--- config.mk ---
export PLATFORM = sky130hd
export DESIGN_NAME = pll_mdrp_ctrl
export DESIGN_NICKNAME = d
export VERILOG_FILES = /design/src/rtl/pll_mdrp_ctrl.sv
export SDC_FILE = /design/constraint.sdc
export NUM_CORES = 1
export LEC_CHECK = 0
export CORE_ASPECT_RATIO = 1.1
export CORE_MARGIN = 2
export CORE_UTILIZATION = 30
export CTS_CLUSTER_SIZE = 24
export DETAILED_ROUTE_END_ITERATION = 8
export GPL_ROUTABILITY_DRIVEN = 0
export PLACE_DENSITY_LB_ADDON = 0.05
export SLEW_MARGIN = 5
export SYNTH_ARGS = -nofsm -noshare
export SYNTH_HDL_FRONTEND = slang
export SYNTH_SLANG_ARGS = --single-unit
--- constraint.sdc ---
create_clock -name clk -period 12.3 [get_ports clk]
set_input_delay 3.075 -clock clk [delete_from_list [all_inputs] [get_ports clk]]
set_output_delay 3.075 -clock clk [all_outputs]
set_load 0.01 [all_outputs]
--- src/rtl/pll_mdrp_ctrl.sv ---
// Host-side controller for a PLL configuration port: seeks the auto-incrementing
// address pointer to the target register, issues one write or read, and optionally resets the PLL and waits for lock.
module pll_mdrp_ctrl #(
    parameter int RST_CYCLES   = 16,
    parameter int LOCK_TIMEOUT = 65535
) (
    input  logic       clk,
    input  logic       rst_n,
    input  logic       req_valid,
    output logic       req_ready,
    input  logic       req_write,
    input  logic       req_commit,
    input  logic [6:0] req_addr,
    input  logic [7:0] req_wdata,
    output logic       rsp_valid,
    output logic [7:0] rsp_rdata,
    output logic       rsp_err,
    output logic       md_clk,
    output logic [1:0] md_opc,
    output logic       md_ainc,
    output logic [7:0] md_wdi,
    input  logic [7:0] md_rdo,
    output logic       pll_reset,
    input  logic       pll_lock,
    output logic [6:0] cur_ptr
);

    typedef enum logic [2:0] {
        IDLE  = 3'd0,
        SEEK  = 3'd1,
        OP    = 3'd2,
        RDCAP = 3'd3,
        PRST  = 3'd4,
        LOCKW = 3'd5,
        DONE  = 3'd6
    } state_t;

    localparam logic [1:0] OPC_NOP   = 2'b00;
    localparam logic [1:0] OPC_WRITE = 2'b01;
    localparam logic [1:0] OPC_READ  = 2'b10;

    state_t      state_r;
    logic        md_clk_r;
    logic [1:0]  md_opc_r;
    logic        md_ainc_r;
    logic [7:0]  md_wdi_r;
    logic        pll_reset_r;
    logic [6:0]  ptr_r;
    logic [6:0]  seek_cnt_r;
    logic [31:0] cnt_r;
    logic        wr_r;
    logic        commit_r;
    logic [7:0]  wdata_r;
    logic        err_r;
    logic        done_r;
    logic        rsp_valid_r;
    logic        rsp_err_r;
    logic [7:0]  rsp_rdata_r;
    logic        ready_r;
    logic [6:0]  dist_s;

    function automatic logic [1:0] op_code(input logic wr);
        op_code = wr ? OPC_WRITE : OPC_READ;
    endfunction

    function automatic logic [7:0] op_data(input logic wr, input logic [7:0] data);
        op_data = wr ? data : 8'h00;
    endfunction

    // Forward distance from the tracked pointer to the target; wraps mod 128.
    assign dist_s = req_addr - ptr_r;

    // Transaction sequencer; every port-facing output is a register updated here.
    always_ff @(posedge clk or negedge rst_n) begin
        if (!rst_n) begin
            state_r     <= IDLE;
            md_clk_r    <= 1'b0;
            md_opc_r    <= OPC_NOP;
            md_ainc_r   <= 1'b0;
            md_wdi_r    <= 8'h00;
            pll_reset_r <= 1'b0;
            ptr_r       <= 7'd0;
            seek_cnt_r  <= 7'd0;
            cnt_r       <= 32'd0;
            wr_r        <= 1'b0;
            commit_r    <= 1'b0;
            wdata_r     <= 8'h00;
            err_r       <= 1'b0;
            done_r      <= 1'b0;
            rsp_valid_r <= 1'b0;
            rsp_err_r   <= 1'b0;
            rsp_rdata_r <= 8'h00;
            ready_r     <= 1'b1;
        end else if (state_r == IDLE) begin
            md_clk_r    <= 1'b0;
            md_opc_r    <= OPC_NOP;
            md_ainc_r   <= 1'b0;
            md_wdi_r    <= 8'h00;
            rsp_valid_r <= 1'b0;
            rsp_err_r   <= 1'b0;
            if (req_valid && ready_r) begin
                ready_r    <= 1'b0;
                wr_r       <= req_write;
                commit_r   <= req_write && req_commit;
                wdata_r    <= req_wdata;
                err_r      <= 1'b0;
                done_r     <= 1'b0;
                seek_cnt_r <= dist_s;
                if (dist_s != 7'd0) begin
                    state_r   <= SEEK;
                    md_ainc_r <= 1'b1;
                end else begin
                    state_r  <= OP;
                    md_opc_r <= op_code(req_write);
                    md_wdi_r <= op_data(req_write, req_wdata);
                end
            end else begin
                ready_r <= 1'b1;
            end
        end else begin
            // md_clk free-runs while busy; period boundaries are where md_clk_r is high.
            md_clk_r <= ~md_clk_r;
            case (state_r)
                SEEK: begin
                    if (md_clk_r) begin
                        ptr_r <= ptr_r + 7'd1;
                        if (seek_cnt_r == 7'd1) begin
                            state_r   <= OP;
                            md_ainc_r <= 1'b0;
                            md_opc_r  <= op_code(wr_r);
                            md_wdi_r  <= op_data(wr_r, wdata_r);
                        end else begin
                            seek_cnt_r <= seek_cnt_r - 7'd1;
                        end
                    end
                end
                OP: begin
                    if (md_clk_r) begin
                        md_opc_r <= OPC_NOP;
                        md_wdi_r <= 8'h00;
                        if (!wr_r) begin
                            state_r <= RDCAP;
                        end else if (commit_r) begin
                            state_r     <= PRST;
                            pll_reset_r <= 1'b1;
                            cnt_r       <= 32'(RST_CYCLES - 1);
                        end else begin
                            state_r <= DONE;
                        end
                    end
                end
                RDCAP: begin
                    if (md_clk_r) begin
                        rsp_rdata_r <= md_rdo;
                        state_r     <= DONE;
                    end
                end
                PRST: begin
                    if (cnt_r == 32'd0) begin
                        pll_reset_r <= 1'b0;
                        state_r     <= LOCKW;
                    end else begin
                        cnt_r <= cnt_r - 32'd1;
                    end
                end
                LOCKW: begin
                    // Lock is checked before the timeout so a lock on the last cycle still succeeds.
                    if (pll_lock) begin
                        state_r <= DONE;
                    end else if (cnt_r == 32'(LOCK_TIMEOUT - 1)) begin
                        err_r   <= 1'b1;
                        state_r <= DONE;
                    end else begin
                        cnt_r <= cnt_r + 32'd1;
                    end
                end
                DONE: begin
                    if (!done_r) begin
                        done_r      <= 1'b1;
                        rsp_valid_r <= 1'b1;
                        rsp_err_r   <= err_r;
                    end else begin
                        done_r      <= 1'b0;
                        rsp_valid_r <= 1'b0;
                        rsp_err_r   <= 1'b0;
                        md_clk_r    <= 1'b0;
                        ready_r     <= 1'b1;
                        state_r     <= IDLE;
                    end
                end
                default: begin
                    state_r     <= IDLE;
                    md_clk_r    <= 1'b0;
                    md_opc_r    <= OPC_NOP;
                    md_ainc_r   <= 1'b0;
                    md_wdi_r    <= 8'h00;
                    pll_reset_r <= 1'b0;
                    ready_r     <= 1'b1;
                end
            endcase
        end
    end

    // rst_n also clears the PLL-side pointer, so ptr_r starting at 0 keeps both in step.
    assign req_ready = ready_r;
    assign rsp_valid = rsp_valid_r;
    assign rsp_rdata = rsp_rdata_r;
    assign rsp_err   = rsp_err_r;
    assign md_clk    = md_clk_r;
    assign md_opc    = md_opc_r;
    assign md_ainc   = md_ainc_r;
    assign md_wdi    = md_wdi_r;
    assign pll_reset = pll_reset_r;
    assign cur_ptr   = ptr_r;

endmodule

==> summary.txt <==
post-layout min period: 5940 ps
DRT Pass-1 Iters: 4
unrepaired setup endpoints after global routing: no
post-CTS setup buffer count: 0
Cell Pwr Density: 85.8 nW/µm²
vias in the first global route: 5157
Final WS setup: 6360 ps
initial antenna violation count: 0
Setup crit end kind: flip-flop
gr ovfl total: 0
skew final: 6.54 ps
CTS tree: yes
Setup WS pre-CTS: 5940 ps
GR Util met2: 27.2%
Final Util: 36.6%
Final #Nets: 809
GRT Total Usage: 16.1%
later-pin clock latency in the skew report: 350 ps
ant diodes: 0
cell count after synthesis: 682
grt met1 use: 20.7%
Slew HR: 22.3%
num rows: 53
FFs w/ async S/R, synth: 100%
Net Count, Synth: 760
layout cell share with drive strength beyond 1: 5.43%
final hold viol count: 0
Critical Path Start Type: primary input
synthesis-to-layout area growth: 19.5%
# Max-Cap Violations: 0
number of CTS-inserted buffers: 9
clock buffer depth: 2
clock-pin slew on the worst setup and hold paths: 70 ps
first-pass GRT wire length: 26200 µm
die span in x: 137 µm
Fmax achieved: 168 MHz
cell area after synthesis: 5850 µm²
setup tns final: 0 ps
Post-DP HPWL: 11100 µm
hold buffers post-CTS: 0
Synth Register Bits: 85
Die Ht: 150 µm
Remaining DRCs: 0
Critical Path Fanout Max: 9
WL per Instance: 15.7 µm
count of pins over their slew limit: 0
1st-iter DRT viols: 220
via-per-instance ratio: 5.22
YS warnings: 0
period utilisation layout: 48.3%
grt met3 use: 2.63%
Design Power: 600 µW
clk root buf: clkbuf_16
post-route ant nets: 0
Total Routed Length: 15500 µm
Leak: 0.00319 µW
Arr. time, crit path: 6210 ps
register area share after synthesis: 36.4%
status: finished, final reports clean
setup violators final: 0
IO Port Bufs: 59
Peak VDD IR: 0.0647 mV
Crit Path Class: primary input to flip-flop
Ports: 60
Avg Cell Area, Syn: 8.58 µm²
CTS Sinks: 85
EDFF count, synth: 0
Die ar.: 20600 µm²
HP Class: flip-flop to flip-flop
worst slew pin tran: 1160 ps
DR vias: 5131
Synth cell types: 60
Initial Utilization: 30.6%
largest net degree at the start of global routing: 47
Post-CTS Resized: 0
Req. time, crit path: 12570 ps
H-tree depth: 3
gr busiest metal: met2
ys flop type: dfrtp_1
Core Area: 19100 µm²
## synth_stat cells, drive strengths merged, types with 7 or more instances
master,n,area share (%)
o21ai,60,5.2
nor3,19,1.8
nand2,103,6.6
and3,7,0.75
ha,47,10
nor4,10,1.2
a21oi,43,3.7
o31ai,21,2.7
a21o,19,2.4
nand4,10,1.1
dfrtp,84,36
clkbuf,18,1.2
a31oi,8,0.86
nor2,46,3.0
nand3,19,1.6
inv,26,1.7
xor2,14,2.1
mux2,9,1.7
a32oi,8,1.2
buf,8,0.62
xnor2,20,3.0
o21a,12,1.5
## power by group
group / internal, µW / switching, µW / leakage [µW]
Sequential: 281 / 0.603 / 0.00108
Clock: 161 / 132 / 0.000147
Combinational: 13.8 / 12.8 / 0.00197
## registers in the layout, indices dropped and copies added (netlist names)
register	cells
md_clk	1
rsp_valid	1
md_ainc	1
rsp_err	1
err_r	1
wdata_r	8
md_opc	2
done_r	1
cur_ptr	7
cnt_r	32
md_wdi	8
commit_r	1
seek_cnt_r	7
rsp_rdata	8
state_r	3
pll_reset	1
wr_r	1
req_ready	1
## logic make-up after synthesis
logic type | share of synthesized area [%]
adders and majority gates | 10.7
AOI/OAI and AO/OA | 23.5
buffers and inverters | 3.57
muxes | 1.90
xor gates and xnor gates | 5.09
and+or+nand+nor | 18.8
DFF | 36.4
## metal layers
metal	share of wire (%)	wire [µm]
met1	46	7160
met2	48	7490
met3	3.4	521
met4	2.0	302
met5	0	0
## metrics by stage
step / hold WS, ps / std cells / area [µm²]
after floorplan: 446 / 682 / 5850
after global placement: 458 / 967 / 6690
after detailed placement: 468 / 967 / 6690
after CTS: 483 / 983 / 6990
after global routing: 507 / 983 / 6990
final: 482 / 983 / 6990
## final cells by class
cell class                      instances  area, µm²
Timing Repair Buffer                   64        626
Fill cell                            1973      12100
Sequential cell                        85       2130
Clock buffer                            9        225
Tap cell                              247        309
Multi-Input combinational cell        543       3520
Inverter                               28        105
Clock inverter                          7       81.3
## placed cells by master, fill, tap and decap left out, types with 7 or more instances in the layout
| cell type | netlist | routed |
|---|---|---|
| a31oi_1 | 8 | 8 |
| clkbuf_16 | 0 | 9 |
| ha_1 | 47 | 47 |
| nor3_1 | 18 | 18 |
| nand4_1 | 10 | 10 |
| nor4_1 | 9 | 9 |
| inv_1 | 26 | 26 |
| and3_1 | 7 | 7 |
| dfrtp_1 | 84 | 84 |
| a21oi_1 | 42 | 42 |
| nor2_1 | 46 | 46 |
| o21ai_0 | 48 | 48 |
| o31ai_1 | 21 | 21 |
| a21o_1 | 19 | 19 |
| xnor2_1 | 20 | 20 |
| a32oi_1 | 8 | 8 |
| clkdlybuf4s50_1 | 0 | 58 |
| o21ai_1 | 11 | 11 |
| xor2_1 | 14 | 14 |
| o21a_1 | 12 | 12 |
| nand3_1 | 19 | 18 |
| nand2_1 | 103 | 103 |
| mux2_2 | 9 | 9 |
## critical path: stages
cell	delay [ps]
clkdlybuf4s50_1	400
inv_1	50
ha_1	150
inv_1	50
fa_1	390
a21o_1	170
a21oi_1	230
xnor2_1	120
or3_1	330
a211oi_2	420
and2_1	430
a32oi_1	150
o21ai_0	220
## path summary, 6_finish.rpt
check,startpoint,endpoint,slack [ps],depth (start not counted)
max,req_addr[0],md_wdi[5],6360,13
min,md_opc[0],md_opc[0],480,2
max reg2reg,state_r[1],cnt_r[28],7950,14
min reg2reg,md_opc[0],md_opc[0],480,2
max in group asynchronous,rst_n,rsp_rdata[0],8560,2
min in group asynchronous,rst_n,seek_cnt_r[0],2710,1
(Power assumes the default switching activity.)
